## src/rtl/ula_result_buffer.sv

```systemverilog
// rtl/ula_result_buffer.sv - result FIFO between the ALU and its downstream consumer
//
// Captures every ALU result strobed on ula_valid into a DEPTH-entry FIFO and
// presents the head entry first-word fall-through on a valid/ready pair.
// The ALU cannot be stalled, so a result arriving while the FIFO is full and
// not being drained the same cycle is dropped and recorded in sticky status.
//
// Ports:
//   clk_ula    in   clock, rising edge
//   rst        in   asynchronous active-low reset
//   ula_valid  in   one-cycle result strobe from the ALU
//   ula_data   in   ALU result, sampled when ula_valid=1
//   res_valid  out  head entry available (!empty)
//   res_data   out  head entry, 0 while empty
//   res_ready  in   consumer accepts the head entry this cycle
//   count      out  stored entries, 0..DEPTH
//   empty      out  count==0
//   full       out  count==DEPTH
//   overflow   out  sticky: at least one result dropped
//   drop_cnt   out  dropped results, saturating at 255
//   ovf_clr    in   synchronous clear of overflow/drop_cnt

module ula_result_buffer #(
  parameter int DATA_W = 32,
  parameter int DEPTH  = 4,
  parameter int CNT_W  = $clog2(DEPTH) + 1
) (
  input  logic              clk_ula,
  input  logic              rst,
  input  logic              ula_valid,
  input  logic [DATA_W-1:0] ula_data,
  output logic              res_valid,
  output logic [DATA_W-1:0] res_data,
  input  logic              res_ready,
  output logic [CNT_W-1:0]  count,
  output logic              empty,
  output logic              full,
  output logic              overflow,
  output logic [7:0]        drop_cnt,
  input  logic              ovf_clr
);

  localparam int PTR_W = $clog2(DEPTH);
  localparam logic [CNT_W-1:0] CNT_FULL = CNT_W'(DEPTH);

  logic [DATA_W-1:0] mem [DEPTH];
  logic [PTR_W-1:0]  wp;
  logic [PTR_W-1:0]  rp;
  logic [CNT_W-1:0]  cnt;
  logic              push;
  logic              pop;
  logic              drop;

  assign empty     = (cnt == '0);
  assign full      = (cnt == CNT_FULL);
  assign res_valid = !empty;
  assign count     = cnt;

  // A pop frees the head slot at the same edge, so a full FIFO can still
  // accept a result when the consumer drains in that cycle.
  assign pop  = res_valid & res_ready;
  assign push = ula_valid & (!full | pop);
  assign drop = ula_valid & full & !pop;

  // Stale array contents are masked so nothing leaks out while empty.
  assign res_data = empty ? '0 : mem[rp];

  // Storage is not reset; only pointers and occupancy define valid data.
  always_ff @(posedge clk_ula) begin
    if (push) begin
      mem[wp] <= ula_data;
    end
  end

  always_ff @(posedge clk_ula or negedge rst) begin
    if (!rst) begin
      wp  <= '0;
      rp  <= '0;
      cnt <= '0;
    end else begin
      if (push) begin
        wp <= wp + PTR_W'(1);
      end
      if (pop) begin
        rp <= rp + PTR_W'(1);
      end
      case ({push, pop})
        2'b10:   cnt <= cnt + CNT_W'(1);
        2'b01:   cnt <= cnt - CNT_W'(1);
        default: cnt <= cnt;
      endcase
    end
  end

  // A drop in the same cycle as a clear wins: the cleared count restarts at 1.
  always_ff @(posedge clk_ula or negedge rst) begin
    if (!rst) begin
      overflow <= 1'b0;
      drop_cnt <= 8'd0;
    end else if (drop) begin
      overflow <= 1'b1;
      if (ovf_clr) begin
        drop_cnt <= 8'd1;
      end else if (drop_cnt != 8'hFF) begin
        drop_cnt <= drop_cnt + 8'd1;
      end
    end else if (ovf_clr) begin
      overflow <= 1'b0;
      drop_cnt <= 8'd0;
    end
  end

endmodule

```

## config.mk

```make
export PLATFORM = sky130hd
export DESIGN_NAME = ula_result_buffer
export DESIGN_NICKNAME = d
export VERILOG_FILES = /design/src/rtl/ula_result_buffer.sv
export SDC_FILE = /design/constraint.sdc
export NUM_CORES = 1
export LEC_CHECK = 0
export ABC_AREA = 1
export CAP_MARGIN = 20
export CORE_UTILIZATION = 40
export DETAILED_ROUTE_END_ITERATION = 16
export GPL_TIMING_DRIVEN = 0
export PLACE_DENSITY = 0.68
export REMOVE_ABC_BUFFERS = 1
export SYNTH_ARGS = -nofsm -noshare
export SYNTH_HDL_FRONTEND = slang
export SYNTH_SLANG_ARGS = --single-unit
export TNS_END_PERCENT = 50
```

## constraint.sdc

```tcl
create_clock -name clk_ula -period 2.4 [get_ports clk_ula]
set_input_delay 0.48 -clock clk_ula [delete_from_list [all_inputs] [get_ports clk_ula]]
set_output_delay 0.48 -clock clk_ula [all_outputs]
set_load 0.005 [all_outputs]
```

### After elaboration in Yosys (flattened, before gate mapping)

Memories as Yosys holds them, arrays and structs flattened.
Cells that the tools add are included.

| word-level totals | value |
|---|---|
| word-level logic and storage cells | 38 |
| output and inout bits | 47 |
| memories kept | 1 |
| register bits | 16 |
| RAM bits | 128 |

Memory list:

| memory | depth | bits a word | read ports | clocked after memory_dff | write ports | line | RTL |
|---|---|---|---|---|---|---|---|
| mem | 4 | 32 | 1 | 0 | 1 | 46 | `logic [DATA_W-1:0] mem [DEPTH];` |

| operators by class | value |
|---|---|
| bitwise gates (word level) | 5 |
| reductions and logical operators | 8 |
| mux-type cells | 10 |
| add/subtract/negate cells | 5 |
| equality and inequality tests | 4 |

Operators by type and width:

| operator | number |
|---|---|
| 32-bit 2-to-1 mux | 1 |
| 8-bit 2-to-1 mux | 4 |
| 8-bit by 1-bit adder with 8-bit output, second input constant | 1 |
| 8-bit != test, second input constant | 1 |
| 3-bit case mux with 2 select lines | 1 |
| 2-bit nonzero test | 3 |
| 2-bit by 1-bit adder with 2-bit output, second input constant | 2 |
| 1-bit AND | 4 |
| 1-bit 2-to-1 mux | 4 |
| 3-bit by 1-bit adder with 3-bit output, second input constant | 1 |
| 3-bit == test, second input constant | 1 |
| 1-bit zero test | 3 |
| 3-bit zero test | 1 |
| 3-bit by 1-bit subtractor with 3-bit output, second input constant | 1 |
| 2-bit by 1-bit == test with 1-bit output, second input constant | 1 |
| 2-bit == test, second input constant | 1 |
| 2-bit AND reduction | 1 |
| 1-bit bitwise OR | 1 |

### Longest topological paths before layout

Gate-level depths: netlist (run 1).

| depth | value |
|---|---|
| depth after elaboration | 7 |
| depth in mapped cells | 10 |
| mapped depth without buffers | 10 |

### Least setup slack after synthesis (run 1)

OpenSTA, ideal clock, no wires.

| timing path | value |
|---|---|
| path type | in2reg |
| start point | input port res_ready |
| end point | memory mem[0][0], enable pin |
| setup time | 421 ps |
| stages | 4 |
| arrival time | 2118 ps |
| path buffers | 0 |
| slack | -139 ps |
| path through | inv_1 > nand3_1 > nand2_2 > nor2_1 |

| between the ends | value |
|---|---|
| cells in the longest elaborated chain, start to end | 5 |

Ends and longest elaborated chain:

| item | line | RTL |
|---|---|---|
| start: declaration | 34 | `input logic res_ready,` |
| 1-bit AND | 61 | `assign pop = res_valid & res_ready;` |
| 1-bit bitwise OR | 62 | `assign push = ula_valid & (!full \| pop);` |
| 1-bit AND | 62 |  |
| 1-bit 2-to-1 mux | 70 | `if (push) begin` |
| 1-bit 2-to-1 mux (not written as such) | 71 | `mem[wp] <= ula_data;` |
| end: declaration | 46 |  |

Every way passes these cells.

### Worst setup path in the final report (run 1)

| timing path | value |
|---|---|
| start point | register rp[0] |
| end point | output port res_data[23] |

| between the ends | value |
|---|---|
| cells in the longest elaborated chain, start to end | 2 |

Ends and longest elaborated chain:

| item | line | RTL |
|---|---|---|
| start: declaration | 48 | `logic [PTR_W-1:0] rp;` |
| start signal: assignment | 85 | `rp <= rp + PTR_W'(1);` |
| memory 4 x 32 bit | -- |  |
| 32-bit 2-to-1 mux | 66 | `assign res_data = empty ? '0 : mem[rp];` |
| end: declaration | 33 | `output logic [DATA_W-1:0] res_data,` |

Every way passes these cells.

==> metrics list, run 1 <==
* Run status: finished clean
* Power density over the cells: 1250 nW/um^2
- Total die area: 15200 sq um
- Cells with a size suffix above 1 make up 14.5% of the layout.
- Endpoint arrival time on the critical path: 1890 ps
- Total wire length: 13500 um
- Clock tree from TritonCTS: built
* Placed cell area: 7010 sq um
* Max H-tree Level: 4
- The cell sitting at the root of the clock tree is a sky130_fd_sc_hd__clkbuf_16.
- Final worst setup slack: 34.3 ps
- Quantity of I/O buffers inserted on ports: 83
* Number of sinks driven by the clock tree: 144
- VDD sags by at most 765 uV.
* Antenna diode count: 0
* Worst Max-Slew Pin Slew: 762 ps
* Crit path largest cell delay: 520 ps
- Slowest CP cell: sky130_fd_sc_hd__dfrtp_4
- The worst pin sits at a relative slew slack of 49.0%.
* Post-Route Utilization: 55.4%
- Count of placed standard cells including taps: 741
- On the final layout, the worst clock skew is 8.47 ps.
- The region available for standard cell placement spans 14100 sq um.
- Total gr overflow: 0
* Async set-reset flop share out of synthesis: 11.1%
- Number of optimization iterations in the first detailed-route pass: 4
* Post-route minimum period: 2370 ps
- STA classifies the critical path endpoint as an output port.
* Achievable Freq: 0.423 GHz
- Combined area of all synthesized cells: 5880 sq um
- Number of setup violations in the final report: 0
* Antenna violations before repair: 0
- Setup repair after global routing could not meet its margin everywhere.
* Die Wd: 123 um
- In this run the worst path has a maximum fanout of 5.
- Final net count: 639
- After layout, the design draws a total of 9.76 mW.
- The count of nets left with antenna violations once routing finished came out at 0.
* Largest cells by area after synthesis: sky130_fd_sc_hd__edfxtp_1, sky130_fd_sc_hd__nor2_1, sky130_fd_sc_hd__dfrtp_1, sky130_fd_sc_hd__o21ai_0, sky130_fd_sc_hd__a21oi_1
- At the end of routability-driven placement, the weighted congestion stood at 0.813.
* Final Cycle Share: 98.6%
- After synthesis the netlist holds a flip-flop and latch count of 144.
- Dominant cell type by area after synthesis: sky130_fd_sc_hd__edfxtp_1
- Clock tree synthesis inserted a total of 17 buffers.
- Critical path start-end classification: reg -> out
- Count of placed standard cells in the final layout, fillers left out: 788
* Worst setup slack before clock tree synthesis: -751 ps
- Once the floorplan was initialized, standard cells occupied 41.7% of the core.
- Counting stages on the worst path, the most repeated cell is sky130_fd_sc_hd__nor2_1.
* Via count of the routed design: 4022
- Kind of start point of the critical path: flop
- Number of failing hold endpoints at the final stage: 0
* Post-DR wirelength/cell: 17.1 um
- Global-route wire length before repair: 21000 um
* Type of the most critical hold path: reg -> reg
- Walking the worst path, the cells encountered are buf_12, bufbuf_16, nor2_1, nor2_1, o21ai_0, a21oi_1, dlygate4sd2_1.
* Pins Over Slew Limit: 0
- At the worst endpoint, the required time is 1920 ps.
- Starting DRT DRC Count: 342
- For this run, the number of Yosys warnings is 0.
- Area growth from synthesis to final layout: 32.7%
- For this design the top-level I/O count stands at 84.
- Number of cells produced by synthesis: 494
- Total half-perimeter wirelength after legalization and detailed placement: 7590 um
- Clock slew seen by the registers of the worst setup and hold paths: 60 ps
- Number of core rows: 43
* Worst reg-to-reg setup slack: 180 ps
- Among all flip-flop cells after synthesis, the most frequent one is sky130_fd_sc_hd__edfxtp_1.
- Global routing used 19.1% of the available tracks across all layers.
- In this run, synthesis inferred 128 flip-flops with an integrated enable.
- The clock passes through at most 2 buffers.
* Via density: 5.10
- The share of synthesized area in the top cell type comes to 65.4%.
- Count of max-cap constraint violations: 0
* Mapped Avg Cell Area: 11.9 sq um
* Share of the yosys chip area belonging to registers: 72.2%
* Maximum number of pins on one net before global-route repair: 35
* Vias in the first global route: 4100
- The die is 123 um tall.
- The later pin in the worst-skew pair is clocked with a latency of 410 ps.
- DRC violation count after routing: 0
- For this design the static power due to leakage is 2.83 nW.
* Post-synthesis cell type count: 26
- Summing all non-filler instances in the final layout gives an area of 7800 sq um.
registers in the layout (all words and copies together), names as in the netlist:
register / flops
rp: 2
drop_cnt: 8
wp: 2
overflow: 1
count: 3
mem: 128
worst max-delay path, delay by kind of cell, from the launching register on:
kind	cells	cell delay [ps]
AOI/OAI and AO/OA	2	150
DFF	1	520
buffers and inverters	3	660
and+or+nand+nor	2	140
cell type report:
type | instances | area, sq um
Clock inverter | 15 | 93.8
Clock buffer | 17 | 425
Fill cell | 1138 | 6290
Inverter | 18 | 124
Sequential cell | 144 | 4250
Timing Repair inverter | 1 | 30.0
Timing Repair Buffer | 104 | 1160
Multi-Input combinational cell | 309 | 1500
Tap cell | 180 | 225
where the power goes:
| group | total [mW] | internal, mW | leakage [nW] | switching (mW) |
|---|---|---|---|---|
| sequential | 3.45 | 3.28 | 1.38 | 0.176 |
| combinational | 4.01 | 1.84 | 1.21 | 2.17 |
| clock | 2.29 | 1.30 | 0.243 | 0.985 |
cells in the final DEF, fill, tap and decap left out, types with 2 or more instances in the layout:
| cell type | netlist | final |
|---|---|---|
| sky130_fd_sc_hd__a21oi_1 | 34 | 34 |
| sky130_fd_sc_hd__buf_12 | 0 | 6 |
| sky130_fd_sc_hd__buf_16 | 0 | 7 |
| sky130_fd_sc_hd__buf_4 | 1 | 4 |
| sky130_fd_sc_hd__buf_6 | 4 | 2 |
| sky130_fd_sc_hd__clkbuf_16 | 0 | 17 |
| sky130_fd_sc_hd__clkbuf_2 | 0 | 13 |
| sky130_fd_sc_hd__clkdlybuf4s15_1 | 0 | 5 |
| sky130_fd_sc_hd__clkdlybuf4s50_1 | 0 | 50 |
| sky130_fd_sc_hd__clkinv_1 | 0 | 5 |
| sky130_fd_sc_hd__clkinv_16 | 0 | 2 |
| sky130_fd_sc_hd__clkinv_2 | 0 | 2 |
| sky130_fd_sc_hd__clkinvlp_4 | 0 | 5 |
| sky130_fd_sc_hd__dfrtp_1 | 16 | 13 |
| sky130_fd_sc_hd__dfrtp_4 | 0 | 2 |
| sky130_fd_sc_hd__dlygate4sd2_1 | 0 | 14 |
| sky130_fd_sc_hd__edfxtp_1 | 128 | 128 |
| sky130_fd_sc_hd__ha_1 | 6 | 6 |
| sky130_fd_sc_hd__inv_1 | 16 | 15 |
| sky130_fd_sc_hd__inv_6 | 0 | 3 |
| sky130_fd_sc_hd__nand2_1 | 30 | 30 |
| sky130_fd_sc_hd__nand2_2 | 2 | 2 |
| sky130_fd_sc_hd__nand3_1 | 9 | 9 |
| sky130_fd_sc_hd__nand3b_1 | 2 | 2 |
| sky130_fd_sc_hd__nand4_1 | 2 | 2 |
| sky130_fd_sc_hd__nor2_1 | 140 | 126 |
| sky130_fd_sc_hd__nor2_2 | 2 | 11 |
| sky130_fd_sc_hd__nor2_4 | 0 | 5 |
| sky130_fd_sc_hd__o21ai_0 | 38 | 37 |
| sky130_fd_sc_hd__o21ai_1 | 32 | 33 |
| sky130_fd_sc_hd__o21bai_1 | 2 | 2 |
| sky130_fd_sc_hd__xor2_1 | 5 | 5 |
layer usage:
metal	wire length (um)	up-vias	global-route usage (%)
li1	-	1929	-
met4	98	0	6.40
met1	5460	1954	22.7
met2	6750	131	31.9
met3	1150	8	7.10
met5	0	-	0
synthesized netlist by cell type, types with 5 or more instances:
library cell / number
sky130_fd_sc_hd__inv_1: 16
sky130_fd_sc_hd__nor2_1: 140
sky130_fd_sc_hd__xor2_1: 5
sky130_fd_sc_hd__dfrtp_1: 16
sky130_fd_sc_hd__o21ai_1: 32
sky130_fd_sc_hd__edfxtp_1: 128
sky130_fd_sc_hd__clkbuf_1: 9
sky130_fd_sc_hd__buf_2: 9
sky130_fd_sc_hd__ha_1: 6
sky130_fd_sc_hd__a21oi_1: 34
sky130_fd_sc_hd__o21ai_0: 38
sky130_fd_sc_hd__nand2_1: 30
sky130_fd_sc_hd__nand3_1: 9
what timing repair did:
item                                    CTS  global route
cloned                                    3             0
endpoints found under the setup margin   35            25
pin swaps                                 6             6
gates resized for setup                  64            41
hold buffers                              0             0
setup buffers                            11             1
path summary, 6_finish.rpt:
| path | start | depth (start not counted) | to |
|---|---|---|---|
| max reg2reg | count[1] | 10 | count[2] |
| min | overflow | 2 | overflow |
| min in group asynchronous | rst | 1 | overflow |
| max | rp[0] | 7 | res_data[23] |
| min reg2reg | overflow | 2 | overflow |
| max in group asynchronous | rst | 1 | rp[0] |
cells by family (layout without fill, tap and decap cells):
group | after synthesis | count (layout) | share of synthesized area, %
buf+inv | 41 | 155 | 3.38
flops | 144 | 144 | 72.2
simple gates | 189 | 189 | 12.7
compound gates | 107 | 107 | 9.23
xor+xnor | 6 | 6 | 0.894
fa+ha+maj | 7 | 7 | 1.62
per-stage QoR:
stage | TNS (ps) | hold WS (ps)
floorplan | -30780 | 184
global placement | -296120 | 471
detailed placement | -22240 | 482
CTS | -61.2 | 503
global route | -81.5 | 533
finish | 0 | 504
(Power assumes the default switching activity.)
==> run 2: changes to the inputs <==
GPL_ROUTABILITY_DRIVEN = 0   (was default)
==> results of run 2 <==
The final DEF is identical to that of run 1; final timing and power are the same.
==> run 3: changes to the inputs <==
SKIP_CTS_REPAIR_TIMING = 1   (was default)
SLEW_MARGIN = 20   (was default)
==> run 3 against run 2 <==
Effect of this change: the flow now finishes with violations (negative setup slack); via count grew 0.82%; clock skew fell by 2.1 ps; first-iteration DRC count shrank 1.5%; combinational power fell by 1%; global-route usage decreased by 1.4 points; power is 3.4% higher; critical path type unchanged; largest cell class unchanged; highest routed layer unchanged.
==> metrics list, run 3 (synthesis gave the netlist of run 1 again) <==
- Total wire length: 13800 um
- After detailed routing, the number of vias per cell comes to 5.18.
* Maximum number of pins on one net before global-route repair: 68
* Number of clock buffers inserted by TritonCTS: 17
* Capture point of the worst path: res_data[30]
- Violated checks: negative setup slack
* Worst setup skew after layout: 6.40 ps
* Core area: 14100 sq um
- Slowest CP cell: sky130_fd_sc_hd__clkdlybuf4s50_1
- Top Ports: 84
* Count of max-cap constraint violations: 0
- Total half-perimeter wirelength after legalization and detailed placement: 7430 um
- The worst path uses 106% of the clock period.
- For this run, the top clock speed supported by timing is 0.395 GHz.
* Starting DRT DRC Count: 337
- Number of setup violations in the final report: 2
- Peak supply drop: 597 uV
- Worst R2R End: count[2]
- In this run the worst path has a maximum fanout of 15.
- At the later pin of the worst-skew pair, clock insertion delay measures 410 ps.
* Number of failing hold endpoints at the final stage: 0
- Worst EP required: 1920 ps
- Setup slack on the critical path of the routed design comes to -135 ps.
- Quantity of I/O buffers inserted on ports: 83
- The worst setup path is of the reg -> out kind.
- The number of antenna violations at the first check in global routing came to 0.
- TritonCTS built the clock tree.
- The pre-antenna-repair detailed-routing pass consisted of 5 iterations.
- In this run the static leakage power is 3.11 nW.
* Endpoint arrival time on the critical path: 2050 ps
* Area growth from synthesis to final layout: 34.1%
- More flip-flops sit in one register than any other, and that register is mem.
- Worst hold stages: 2
- In the final routed layout, each cell accounts on average for 17.7 um.
* Final design area excluding fillers: 7890 sq um
- The floorplan step set the die width to 123 um.
- DRC violation count after routing: 0
- Kind of start point of the critical path: flop
- GRT Util Overall: 17.7%
- The root buffer cell chosen for the clock tree is sky130_fd_sc_hd__clkbuf_16.
- Kind of end point of the critical path: output port
- Run status: complete, but fails checks
- Final net count: 634
* Power density over the cells: 1280 nW/um^2
- Cells with a size suffix above 1 make up 9.29% of the layout.
* Worst reg-to-reg setup slack: 150 ps
* Die extent in y: 123 um
* Total die area: 15200 sq um
- The worst pin sits at a relative slew slack of 47.2%.
- The register with the most flip-flops in the layout has 128 of them.
* Cell breakdown of the critical path: buf_6, clkbuf_16, nor2_1, nor2_1, o21ai_1, a21oi_1, clkdlybuf4s50_1
- The clock passes through at most 2 buffers.
- Worst Hold Margin: 506 ps
- Among the stages of the critical path, the cell type that occurs most often is sky130_fd_sc_hd__nor2_1.
- For the finished layout, the period the worst path requires is 2530 ps.
- Global-route wire length before repair: 19600 um
- Worst setup startpoint: rp[0]
* Antenna diode count: 0
- Summed over all failing endpoints, the final setup total negative slack is -253 ps.
* Most common library cell in the layout ignoring fill and taps: sky130_fd_sc_hd__nor2_1
- Placed cell area: 6950 sq um
- Global routing finished with a remaining overflow of 0.
* Startpoint of the worst-slack reg-to-reg timing path: count[0]
* Vias in the first global route: 4024
* Crit path largest cell delay: 520 ps
- The tree built by TritonCTS fans out to 144 sinks.
- Clock-pin slew was measured on the worst setup and hold paths at 60 ps.
* Number of core rows: 43
- Once detail routing completed, the nets flagged for antenna violations numbered 0.
- Measured in cells, the most critical reg-to-reg path has a length of 10.
* Worst Max-Slew Pin Slew: 789 ps
* Max H-tree Level: 4
- Setup repair after global routing could not meet its margin everywhere.
- Via count of the routed design: 4055
- Pins Over Slew Limit: 0
* Type of the most critical hold path: reg -> reg
* Initial Utilization: 41.7%
- In the layout the commonest cells are sky130_fd_sc_hd__nor2_1, sky130_fd_sc_hd__edfxtp_1, sky130_fd_sc_hd__clkdlybuf4s50_1.
## run 3: final cells by class
type	count	area [sq um]
fill	1109	6210
timing repair buffer	100	1210
multi-input combinational	309	1470
sequential	144	4250
tap	180	225
inverter	18	125
clock buffer	22	444
clock inverter	10	160
## run 3: how the worst min path moves through the flow
stage	slack (ps)	to	start
global placement	470	overflow	overflow
floorplan	180	count[0]	rst
global route	530	overflow	overflow
finish	510	overflow	overflow
detailed placement	480	overflow	overflow
CTS	500	overflow	overflow
## run 3: critical path: cells and delay by family (launching register included)
kind | cells | cell delay [ps]
simple gates | 2 | 130
compound gates | 2 | 200
flops | 1 | 480
buf+inv | 3 | 840
## run 3: per-layer routing
layer,vias to the layer above,routed length (um),track usage [%]
met3,14,1230,5.86
li1,1919,-,-
met2,171,6860,29.1
met1,1951,5570,21.2
met4,0,180,7.83
met5,-,0,0
## run 3: metrics by stage
stage          setup slack, ps  util [%]  std cells  power (mW)
3_3_place_gp             -2130      48.3        734        6.87
2_1_floorplan             -407         -        471        5.14
4_1_cts                  -1260      53.6        770        9.74
6_report                  -135      55.9        783        10.1
5_1_grt                   -281      55.9        783        10.6
3_5_place_dp              -814      49.3        738        7.07
## run 3: power by group
group | switching, mW | total (mW) | internal [mW]
sequential | 0.189 | 3.47 | 3.28
combinational | 2.11 | 3.95 | 1.84
clock | 0.932 | 2.67 | 1.74
total | 3.24 | 10.1 | 6.86
